==> src/rtl/memory_arbiter_if.sv <==
// Cache-side request/response and RAM command bus shared by the arbiter and its clients.
// The slave modport is the arbiter; the master modport is the caches plus the RAM model.
interface memory_arbiter_if;
   logic        iREN;
   logic [31:0] iaddr;
   logic        dREN;
   logic        dWEN;
   logic [31:0] daddr;
   logic [31:0] dstore;
   logic        iwait;
   logic        dwait;
   logic [31:0] iload;
   logic [31:0] dload;
   logic        ramREN;
   logic        ramWEN;
   logic [31:0] ramaddr;
   logic [31:0] ramstore;
   logic [31:0] ramload;
   logic [1:0]  ramstate;
   logic        err;

   modport slave (
      input  iREN, iaddr, dREN, dWEN, daddr, dstore, ramload, ramstate,
      output iwait, dwait, iload, dload, ramREN, ramWEN, ramaddr, ramstore, err
   );

   modport master (
      output iREN, iaddr, dREN, dWEN, daddr, dstore, ramload, ramstate,
      input  iwait, dwait, iload, dload, ramREN, ramWEN, ramaddr, ramstore, err
   );
endinterface

==> src/rtl/memory_arbiter.sv <==
// Two-port (instruction/data) arbiter onto a single RAM, with alternating tie-break,
// ERROR/timeout abort returning ERRWORD, and a sticky err flag.
module memory_arbiter #(
   parameter int          TIMEOUT = 64,
   parameter logic [31:0] ERRWORD = 32'hBAD1BAD1
) (
   input logic              CLK,
   input logic              nRST,
   memory_arbiter_if.slave  bus
);
   typedef enum logic [1:0] {IDLE, DACC, IACC} state_t;

   localparam int             CW       = (TIMEOUT > 1) ? $clog2(TIMEOUT) : 1;
   localparam logic [CW-1:0]  CNT_LAST = CW'(TIMEOUT - 1);
   localparam logic [1:0]     RS_ACCESS = 2'd2;
   localparam logic [1:0]     RS_ERROR  = 2'd3;

   state_t        state;
   logic [CW-1:0] cnt;
   logic          last_i;
   logic          ren_q, wen_q, err_q;
   logic [31:0]   addr_q, store_q;

   logic        acc, hit, abort, done, dreq, ireq, grant_d;
   logic [31:0] resp;

   assign acc     = (state == DACC) || (state == IACC);
   assign hit     = acc && (bus.ramstate == RS_ACCESS);
   assign abort   = acc && !hit && ((bus.ramstate == RS_ERROR) || (cnt == CNT_LAST));
   assign done    = hit || abort;
   assign resp    = abort ? ERRWORD : bus.ramload;
   assign dreq    = bus.dREN || bus.dWEN;
   assign ireq    = bus.iREN;
   // On a tie the side that did not win last time gets the RAM.
   assign grant_d = dreq && (!ireq || last_i);

   assign bus.iwait    = !((state == IACC) && done);
   assign bus.dwait    = !((state == DACC) && done);
   assign bus.iload    = ((state == IACC) && done) ? resp : '0;
   assign bus.dload    = ((state == DACC) && done) ? resp : '0;
   assign bus.ramREN   = ren_q;
   assign bus.ramWEN   = wen_q;
   assign bus.ramaddr  = addr_q;
   assign bus.ramstore = store_q;
   assign bus.err      = err_q;

   // The RAM command registers double as the request latches, so a granted
   // access is immune to requests changing or dropping underneath it.
   always_ff @(posedge CLK or negedge nRST) begin
      if (!nRST) begin
         state   <= IDLE;
         cnt     <= '0;
         last_i  <= 1'b1;
         ren_q   <= 1'b0;
         wen_q   <= 1'b0;
         addr_q  <= '0;
         store_q <= '0;
         err_q   <= 1'b0;
      end else begin
         case (state)
            IDLE: begin
               cnt <= '0;
               if (grant_d) begin
                  state   <= DACC;
                  last_i  <= 1'b0;
                  wen_q   <= bus.dWEN;
                  ren_q   <= !bus.dWEN;
                  addr_q  <= bus.daddr;
                  store_q <= bus.dWEN ? bus.dstore : '0;
               end else if (ireq) begin
                  state   <= IACC;
                  last_i  <= 1'b1;
                  wen_q   <= 1'b0;
                  ren_q   <= 1'b1;
                  addr_q  <= bus.iaddr;
                  store_q <= '0;
               end
            end
            DACC, IACC: begin
               if (done) begin
                  state   <= IDLE;
                  cnt     <= '0;
                  ren_q   <= 1'b0;
                  wen_q   <= 1'b0;
                  addr_q  <= '0;
                  store_q <= '0;
                  if (abort) err_q <= 1'b1;
               end else begin
                  cnt <= cnt + 1'b1;
               end
            end
            default: state <= IDLE;
         endcase
      end
   end
endmodule

==> src/flat_wrapper.sv <==
// flat-port wrapper written by rule: the top's interface ports become plain ports
module memory_arbiter_flat 
#(
   parameter int          TIMEOUT = 64,
   parameter logic [31:0] ERRWORD = 32'hBAD1BAD1
)
  (CLK, nRST, bus_iREN, bus_iaddr, bus_dREN, bus_dWEN, bus_daddr, bus_dstore, bus_ramload, bus_ramstate, bus_iwait, bus_dwait, bus_iload, bus_dload, bus_ramREN, bus_ramWEN, bus_ramaddr, bus_ramstore, bus_err);
  memory_arbiter_if bus_i ();
  input logic CLK;
  input logic nRST;
  input wire logic [$bits(bus_i.iREN)-1:0] bus_iREN;
  input wire logic [$bits(bus_i.iaddr)-1:0] bus_iaddr;
  input wire logic [$bits(bus_i.dREN)-1:0] bus_dREN;
  input wire logic [$bits(bus_i.dWEN)-1:0] bus_dWEN;
  input wire logic [$bits(bus_i.daddr)-1:0] bus_daddr;
  input wire logic [$bits(bus_i.dstore)-1:0] bus_dstore;
  input wire logic [$bits(bus_i.ramload)-1:0] bus_ramload;
  input wire logic [$bits(bus_i.ramstate)-1:0] bus_ramstate;
  output wire logic [$bits(bus_i.iwait)-1:0] bus_iwait;
  output wire logic [$bits(bus_i.dwait)-1:0] bus_dwait;
  output wire logic [$bits(bus_i.iload)-1:0] bus_iload;
  output wire logic [$bits(bus_i.dload)-1:0] bus_dload;
  output wire logic [$bits(bus_i.ramREN)-1:0] bus_ramREN;
  output wire logic [$bits(bus_i.ramWEN)-1:0] bus_ramWEN;
  output wire logic [$bits(bus_i.ramaddr)-1:0] bus_ramaddr;
  output wire logic [$bits(bus_i.ramstore)-1:0] bus_ramstore;
  output wire logic [$bits(bus_i.err)-1:0] bus_err;
  assign bus_i.iREN = bus_iREN;
  assign bus_i.iaddr = bus_iaddr;
  assign bus_i.dREN = bus_dREN;
  assign bus_i.dWEN = bus_dWEN;
  assign bus_i.daddr = bus_daddr;
  assign bus_i.dstore = bus_dstore;
  assign bus_i.ramload = bus_ramload;
  assign bus_i.ramstate = bus_ramstate;
  assign bus_iwait = bus_i.iwait;
  assign bus_dwait = bus_i.dwait;
  assign bus_iload = bus_i.iload;
  assign bus_dload = bus_i.dload;
  assign bus_ramREN = bus_i.ramREN;
  assign bus_ramWEN = bus_i.ramWEN;
  assign bus_ramaddr = bus_i.ramaddr;
  assign bus_ramstore = bus_i.ramstore;
  assign bus_err = bus_i.err;
  memory_arbiter #(.TIMEOUT(TIMEOUT), .ERRWORD(ERRWORD)) u_core (.CLK(CLK), .nRST(nRST), .bus(bus_i));
endmodule
==> config.mk <==
export PLATFORM = sky130hd
export DESIGN_NAME = memory_arbiter_flat
export DESIGN_NICKNAME = d
export VERILOG_FILES = /design/src/rtl/memory_arbiter_if.sv /design/src/rtl/memory_arbiter.sv /design/src/flat_wrapper.sv
export SDC_FILE = /design/constraint.sdc
export NUM_CORES = 1
export LEC_CHECK = 0
export ABC_AREA = 0
export CORE_MARGIN = 2
export CORE_UTILIZATION = 36
export CTS_BUF_LIST = sky130_fd_sc_hd__clkbuf_4 sky130_fd_sc_hd__clkbuf_8
export CTS_CLUSTER_SIZE = 40
export DETAILED_ROUTE_END_ITERATION = 16
export PLACE_DENSITY = 0.83
export SLEW_MARGIN = 0
export SYNTH_ARGS = -nofsm -noshare
export SYNTH_HDL_FRONTEND = slang
export SYNTH_SLANG_ARGS = --single-unit
==> constraint.sdc <==
create_clock -name CLK -period 2.38 [get_ports CLK]
set_clock_uncertainty 0.05 [all_clocks]
set_input_delay 0.714 -clock CLK [delete_from_list [all_inputs] [get_ports CLK]]
set_output_delay 0.714 -clock CLK [all_outputs]
set_load 0.02 [all_outputs]
Word level (Yosys, flattened, before mapping):

Cells that the tools add are included.

* muxes and demuxes: 25
* reductions and logical operators: 24
* add/sub/neg operators: 1
* eq/ne operators: 7

Operators with widths (number)
* $mux W32: 9
* $pmux W32 S2: 2
* $pmux W6 S2: 1
* $add A6 B1 Y6 const B: 1
* $eq A2 B2 Y1 const B: 3
* $eq A6 B6 Y1 const B: 1
* $logic_and A1 B1 Y1: 6
* $mux W1: 6
* $mux W2: 3
* $mux W6: 1
* $reduce_and A3 Y1: 2
* $logic_not A1 Y1: 5
* $logic_or A1 B1 Y1: 5
* $pmux W1 S2: 2
* $pmux W2 S2: 1
* $reduce_and A2 Y1: 2
* $reduce_bool A2 Y1: 2
* $ne A3 B2 Y1 const B: 1
* $eq A2 B1 Y1 const B: 1
* $logic_not A2 Y1: 1
* $ne A2 B1 Y1 const B: 1
* $reduce_or A2 Y1: 1

* bits of input ports: 135
* logic and storage cells: 65
* flip-flop bits (word level): 76

Logic depth before layout (Yosys ltp):

* depth in word-level cells: 9
* depth in mapped cells: 8

Worst setup path after synthesis:

Ideal clock, no wire load.

* path kind: register -> output
* from: register u_core.state[0]
* to: output bus_iload[15]
* data arrival time: 1.794 ns
* stages on the path, launching flop included: 7
* slack: -0.178 ns
* buffers on the path: 1
* cells stage by stage: dfrtp_1 > inv_1 > ha_1 > nand2_1 > o21bai_2 > clkbuf_1 > nor2_1

* word-level cells in the longest chain between the ends: 9
* elaborated cells between the ends (all ways): 11
* those cells by class: eq/ne (2); mux (2); reduce/logical (7)

Ends and longest elaborated chain
* from (decl): line memory_arbiter.sv:18 `state_t state;`
* from (signal assigned): line memory_arbiter.sv:51 `state <= IDLE;`
* from (signal assigned): line memory_arbiter.sv:64 `state <= DACC;`
* from (signal assigned): line memory_arbiter.sv:71 `state <= IACC;`
* $eq A2 B1 Y1 / $eq A2 B2 Y1 (equally long branches): line memory_arbiter.sv:27, memory_arbiter.sv:39
* $logic_or A1 B1 Y1: line memory_arbiter.sv:27 `assign acc = (state == DACC) || (state == IACC);`
* $logic_and A1 B1 Y1: line memory_arbiter.sv:28 `assign hit = acc && (bus.ramstate == RS_ACCESS);`
* $logic_not A1 Y1: line memory_arbiter.sv:29 `assign abort = acc && !hit && ((bus.ramstate == RS_ERROR) || (cnt == CNT_LAST));`
* $logic_and A1 B1 Y1 (2 in series): line memory_arbiter.sv:29
* $logic_or A1 B1 Y1: line memory_arbiter.sv:30 `assign done = hit || abort;`
* $logic_and A1 B1 Y1: line memory_arbiter.sv:39 `assign bus.iload = ((state == IACC) && done) ? resp : '0;`
* $mux W32 *: line memory_arbiter.sv:39
* to (decl): line flat_wrapper.sv:21 `output wire logic [$bits(bus_i.iload)-1:0] bus_iload;`

Mark *: on every way between the ends. The rest lies on a longest branch, timed or not.

Worst setup path in the final report:

* from: input bus_ramstate[0]
* to: output bus_dload[4]

* word-level cells in the longest chain between the ends: 8
* elaborated cells between the ends (all ways): 11
* those cells by class: eq/ne (2); mux (2); reduce/logical (7)

Ends and longest elaborated chain
* from (decl): line flat_wrapper.sv:18 `input wire logic [$bits(bus_i.ramstate)-1:0] bus_ramstate;`
* $eq A2 B2 Y1: line memory_arbiter.sv:28
* $logic_and A1 B1 Y1: line memory_arbiter.sv:28
* $logic_not A1 Y1: line memory_arbiter.sv:29
* $logic_and A1 B1 Y1 (2 in series): line memory_arbiter.sv:29
* $logic_or A1 B1 Y1: line memory_arbiter.sv:30
* $logic_and A1 B1 Y1: line memory_arbiter.sv:40 `assign bus.dload = ((state == DACC) && done) ? resp : '0;`
* $mux W32 *: line memory_arbiter.sv:40
* to (decl): line flat_wrapper.sv:22 `output wire logic [$bits(bus_i.dload)-1:0] bus_dload;`

Marked as above.

==> metrics.md <==
| Metric | Value |
|---|---|
| Fin crit period | `2634 ps` |
| Initial Util | `36.43%` |
| Final setup viols | `66` |
| GRT Util Overall | `26.09%` |
| Total wire length | `15250 um` |
| CTS clk-pin slew, worst paths | `90 ps` |
| Drt via density | `5.132` |
| Nets | `789` |
| Per-cell routed wire length | `19.30 um` |
| Initial DRC count | `148` |
| RSZ-0062 raised after global routing | `true` |
| Required time worst endpoint | `1620 ps` |
| Slowest stage delay, CP | `370 ps` |
| Synth Instances | `344` |
| Syn_area_per_cell | `10.78 um^2` |
| DRT Pass-1 Iters | `4` |
| Vias | `4054` |
| Slew Limit Fails | `0` |
| CP cell instances | `clkdlybuf4s15_1, nand2b_4, buf_12, nor2_1, nor2_4, buf_6` |
| Tcrit/Tclk final | `110.7%` |
| Seq/Total Area, Yosys | `51.30%` |
| Gr ovfl total | `0` |
| Vias in the first global route | `4285` |
| Num rows | `37` |
| Outcome | `finished, violations left` |
| Die Height | `105.5 um` |
| CTS tree | `done` |
| Layout cell share with drive strength beyond 1 | `35.47%` |
| Initial antenna violation count | `0` |
| CP Launch Type | `primary input` |
| Non-filler cells, final | `790` |
| IO buf count | `267` |
| Syn Nets | `484` |
| Max-cap violation count | `0` |
| Unique cell type count in the Yosys netlist | `36` |
| Antenna violation net count after detailed routing | `0` |
| Synthesis Warnings | `0` |
| Sink Count | `76` |
| Area of the multi-input gates | `2170 um^2` |
| Largest net degree at the start of global routing | `43` |
| Final Hold Viols | `0` |
| Fill cells | `585` |
| Min setup slack post-route | `-254.2 ps` |
| Final Core Density | `77.30%` |
| Most frequent cells in the layout | `198 x clkdlybuf4s50_1, 76 x buf_6, 75 x dfrtp_1, 41 x nor2_4` |
| Root buf cell | `clkbuf_8` |
| Synthesis-to-layout area growth | `112.2%` |
| CP Class | `in -> out` |
| Commonest non-fill, non-tap cell in the layout | `clkdlybuf4s50_1` |
| Failing checks | `setup timing` |
| Worst slew pin tran | `466.3 ps` |
| VDD IR-drop max | `0.7614 mV` |
| Seq cells post-synth | `76` |
| Area of the mapped netlist | `3710 um^2` |
| RR Startpoint | `u_core.state[0]` |
| CTS H-tree lvls | `3` |
| Crit. End Element | `output pin` |
| Register area | `1903 um^2` |
| Clk_lat worst skew | `340 ps` |
| Total CTS buffers | `9` |
| Rel. slew slack | `68.80%` |
| Clock buffer depth | `2` |
| Final HPWL DP | `9838 um` |
| Gpl congestion | `0.8379` |
| DP Worst Slack | `-855.4 ps` |
| Max Clk Rate | `379.6 MHz` |
| Slowest CP cell | `nor2_1` |
| Global-route wire length before repair | `22630 um` |
| Cells after DPL | `754` |
| Crit path arrival time | `1870 ps` |
| Worst setup path startpoint | `bus_ramstate[0]` |
| Hold WS | `264.9 ps` |
| Leak | `3.492 nW` |
| N_diodes | `0` |
| Core ar. | `10180 um^2` |
| CP max FO | `13` |
| DRC Markers | `0` |
| Die area | `11130 um^2` |
| # IOs | `268` |
| Path type of the worst min-delay path | `in -> async` |
| Die W | `105.5 um` |
| PwrDens | `1085 nW/um^2` |
stage by stage:
step                cell area (um^2)  power (mW)  setup TNS (ps)
finish                          7873       8.541          -12600
global route                    7873       8.957          -17030
CTS                             7800       8.440          -10430
detailed placement              6880       6.785          -52310
global placement                6880       6.667          -50840
floorplan                       3817       4.564          -534.8
cell families (layout without fill, tap and decap cells):
group / after synthesis / after routing / share of synthesized area (%)
flip-flops: 76 / 76 / 51.30
adder cells (fa/ha/maj): 5 / 5 / 1.686
AO/OA/AOI/OAI: 91 / 91 / 20.51
AND/OR/NAND/NOR: 111 / 111 / 14.13
buffers and inverters: 29 / 339 / 3.744
multiplexers: 32 / 32 / 8.634
metal layers:
layer | track usage, % | vias to the layer above | wire length, um
met4 | 12.41 | 0 | 512
met1 | 28.33 | 1976 | 5558
met5 | 0 | - | 0
met2 | 47.28 | 201 | 8201
li1 | - | 1841 | -
met3 | 6.555 | 36 | 973
cells in the mapped netlist, drive strengths merged:
cell type	n	share of area [%]
o21ai	6	0.81
o211ai	1	0.34
nand2	10	1.0
o21bai	3	1.1
and2	28	4.7
buf	11	1.9
nor3	4	0.67
o21ba	1	0.27
and3	1	0.17
a21oi	5	0.67
dfstp	1	0.71
a22o	32	7.6
ha	5	1.7
a2bb2oi	1	0.24
o2bb2ai	32	7.6
o31ai	1	0.20
nand2b	3	0.51
o21a	1	0.20
o22ai	1	0.17
nand3	3	0.54
a31oi	1	0.17
inv	4	0.40
nor2	59	6.0
clkbuf	14	1.4
mux2i	32	8.6
or3	1	0.17
nor4	1	0.17
a21o	5	1.0
a21boi	1	0.20
nand3b	1	0.20
dfrtp	75	51
final cells by class:
cell class	count	area share [%]
inverters	4	0.1907
flip-flops and latches	76	24.17
well taps	136	2.161
multi-input cells	239	27.56
repair buffers	319	42.94
clock inverters	6	1.224
clock buffers	10	1.748
repair_timing:
item,4_1_cts,5_1_grt
pin swaps,40,14
gates cloned,8,0
hold buffers,0,0
buffers inserted,11,6
setup endpoints to repair,66,66
gates resized for setup,506,32
path summary, 6_finish.rpt:
path / cells past startpoint / slack [ps] / endpoint
max: 6 / -250 / bus_dload[4]
min in group CLK: 1 / 430 / u_core.bus.ramWEN
max reg2reg: 8 / 310 / u_core.bus.ramaddr[20]
max in group asynchronous: 2 / 1420 / u_core.bus.ramaddr[3]
min reg2reg: 1 / 430 / u_core.bus.ramWEN
min: 1 / 260 / u_core.bus.ramstore[12]
worst max-delay path: cells and delay by family:
kind,cells,cell delay [ps]
buffers and inverters,3,510
and+or+nand+nor,3,640
flip-flops by register name (all words and copies together), names as in the netlist:
| name | flops |
|---|---|
| u_core.bus.ramWEN | 1 |
| u_core.bus.ramaddr | 32 |
| u_core.state | 2 |
| u_core.last_i | 1 |
| u_core.bus.ramstore | 32 |
| u_core.bus.err | 1 |
| u_core.bus.ramREN | 1 |
| u_core.cnt | 6 |
power breakdown:
| group | switching, mW | leakage (nW) | total (mW) | internal [mW] |
|---|---|---|---|---|
| Sequential | 0.298 | 1.00 | 2.12 | 1.82 |
| Combinational | 2.66 | 2.38 | 5.30 | 2.64 |
| Clock | 0.493 | 0.115 | 1.12 | 0.630 |
Power figures use the tool's default switching activity.
==> RTL edit, RTL diff (same flow settings) <==
`TIMEOUT` is set to 64 in 2 places; all go to 128.
--- a/src/rtl/memory_arbiter.sv
+++ b/src/rtl/memory_arbiter.sv
@@ -1,7 +1,7 @@
 // Two-port (instruction/data) arbiter onto a single RAM, with alternating tie-break,
 // ERROR/timeout abort returning ERRWORD, and a sticky err flag.
 module memory_arbiter #(
-   parameter int          TIMEOUT = 64,
+   parameter int          TIMEOUT = 128,
    parameter logic [31:0] ERRWORD = 32'hBAD1BAD1
 ) (
    input logic              CLK,
--- a/src/flat_wrapper.sv
+++ b/src/flat_wrapper.sv
@@ -1,7 +1,7 @@
 // flat-port wrapper written by rule: the top's interface ports become plain ports
 module memory_arbiter_flat 
 #(
-   parameter int          TIMEOUT = 64,
+   parameter int          TIMEOUT = 128,
    parameter logic [31:0] ERRWORD = 32'hBAD1BAD1
 )
   (CLK, nRST, bus_iREN, bus_iaddr, bus_dREN, bus_dWEN, bus_daddr, bus_dstore, bus_ramload, bus_ramstate, bus_iwait, bus_dwait, bus_iload, bus_dload, bus_ramREN, bus_ramWEN, bus_ramaddr, bus_ramstore, bus_err);
Function: same outputs for any inputs over 4 cycles, from zero or initial values and one cycle with nRST low; that may be too few to reach the edited logic, so the function may still have changed.
==> RTL edit against the unedited design <==
The run still ends with setup timing left. Worst setup slack improved by 110 ps. Synthesized area rose by 3.7%. Sequential cell count rose by 1. Wire length fell by 6.5%. Largest power group unchanged. Cell area fell by 4.4%. Total power fell by 6.1%. Maximum frequency rose by 4.2%.
==> RTL edit: results (changes against the unedited design) <==
| Metric | Value |
|---|---|
| DP Wirelength | 10.3 mm (+4.7%) |
| Combinational share of power | 61.8% (-0.2 points) |
| GR Layer Usage met2 | 43.6% (-3.7 points) |
| Ant. Diodes | 3 (+3) |
| Pre-CTS setup slack | -933 ps (-77.1 ps) |
| GRT met3 Usage | 5.93% (-0.62 points) |
| Top post-synthesis cells by count | 76 x dfrtp_1, 42 x nor2_1, 34 x a22o_1 |
| Fin Setup TNS | -4920 ps (+7680 ps) |
| All-layer global routing usage | 23.9% (-2.2 points) |
| Crit path max fanout | 10 (-3) |
| Synth cell types | 38 (+5.6%) |
| Synth area leaders | dfrtp_1 49%, mux2i_1 8.3%, a22o_1 7.7% |
| Slowest CP cell | dfrtp_1 |
| Metal-1 WL | 5.10 mm (-8.2%) |
| Failing checks | setup timing |
| Pwr Total | 8.02 mW (-6.1%) |
| Metal3 WL | 1.02 mm (+4.9%) |
| Final WS setup | -148 ps (+107 ps) |
| Final Wtd Congestion | 0.896 (+6.9%) |
| Status | finished with violations |
| Leak Pwr | 3.33 nW (-4.7%) |
| Number of global-route vias before repair | 4,344 (+1.4%) |
| Synth Area in Compound Gates | 21.8% (+1.3 points) |
| DR vias | 4,017 (-0.91%) |
| Layout cells sized above 1 | 32.4% (-3.1 points) |
| Post-CTS setup buffers | 4 (-7) |
| Non-clk buf share | 41.6% (-1.3 points) |
| Mux cell area share after synthesis | 8.33% (-0.31 points) |
| #MultiIn Comb | 246 (+2.9%) |
| Clock-cell share | 2.43% (-0.55 points) |
| Number of non-clock buffers in the layout | 306 (-4.1%) |
| Area of the multi-input gates | 2090 µm² (-3.6%) |
| Syn Inst Count | 356 (+3.5%) |
| Placed cell count | 761 (+0.93%) |
| Fin nets | 784 (-0.63%) |
| Final wirelength | 14.3 mm (-6.5%) |
| Setup-failing EPs final | 64 (-3.0%) |
RTL edit: cell types whose count changed in the layout (fill, tap and decap cells not counted), sizes merged, moves of 2 or more:
| cell | before | now |
|---|---|---|
| o21ai | 6 | 25 |
| nor2 | 59 | 42 |
| buf | 116 | 106 |
| nand3 | 3 | 8 |
| a21o | 5 | 2 |
| diode | 0 | 3 |
| a21oi | 5 | 3 |
| a22o | 32 | 34 |
| bufbuf | 0 | 2 |
| bufinv | 2 | 0 |
| clkbuf | 14 | 12 |
| clkinv | 2 | 4 |
| o21bai | 3 | 1 |
RTL edit: worst min-delay path by stage:
stage	from	endpoint	slack, ps
4_1_cts	nRST	u_core.bus.ramstore[17]	270
6_report	nRST	u_core.bus.ramstore[17]	270
3_5_place_dp	u_core.bus.ramWEN	u_core.bus.ramWEN	420
2_1_floorplan	nRST	u_core.bus.err	370
3_3_place_gp	u_core.bus.ramWEN	u_core.bus.ramWEN	410
5_1_grt	nRST	u_core.bus.ramstore[17]	290
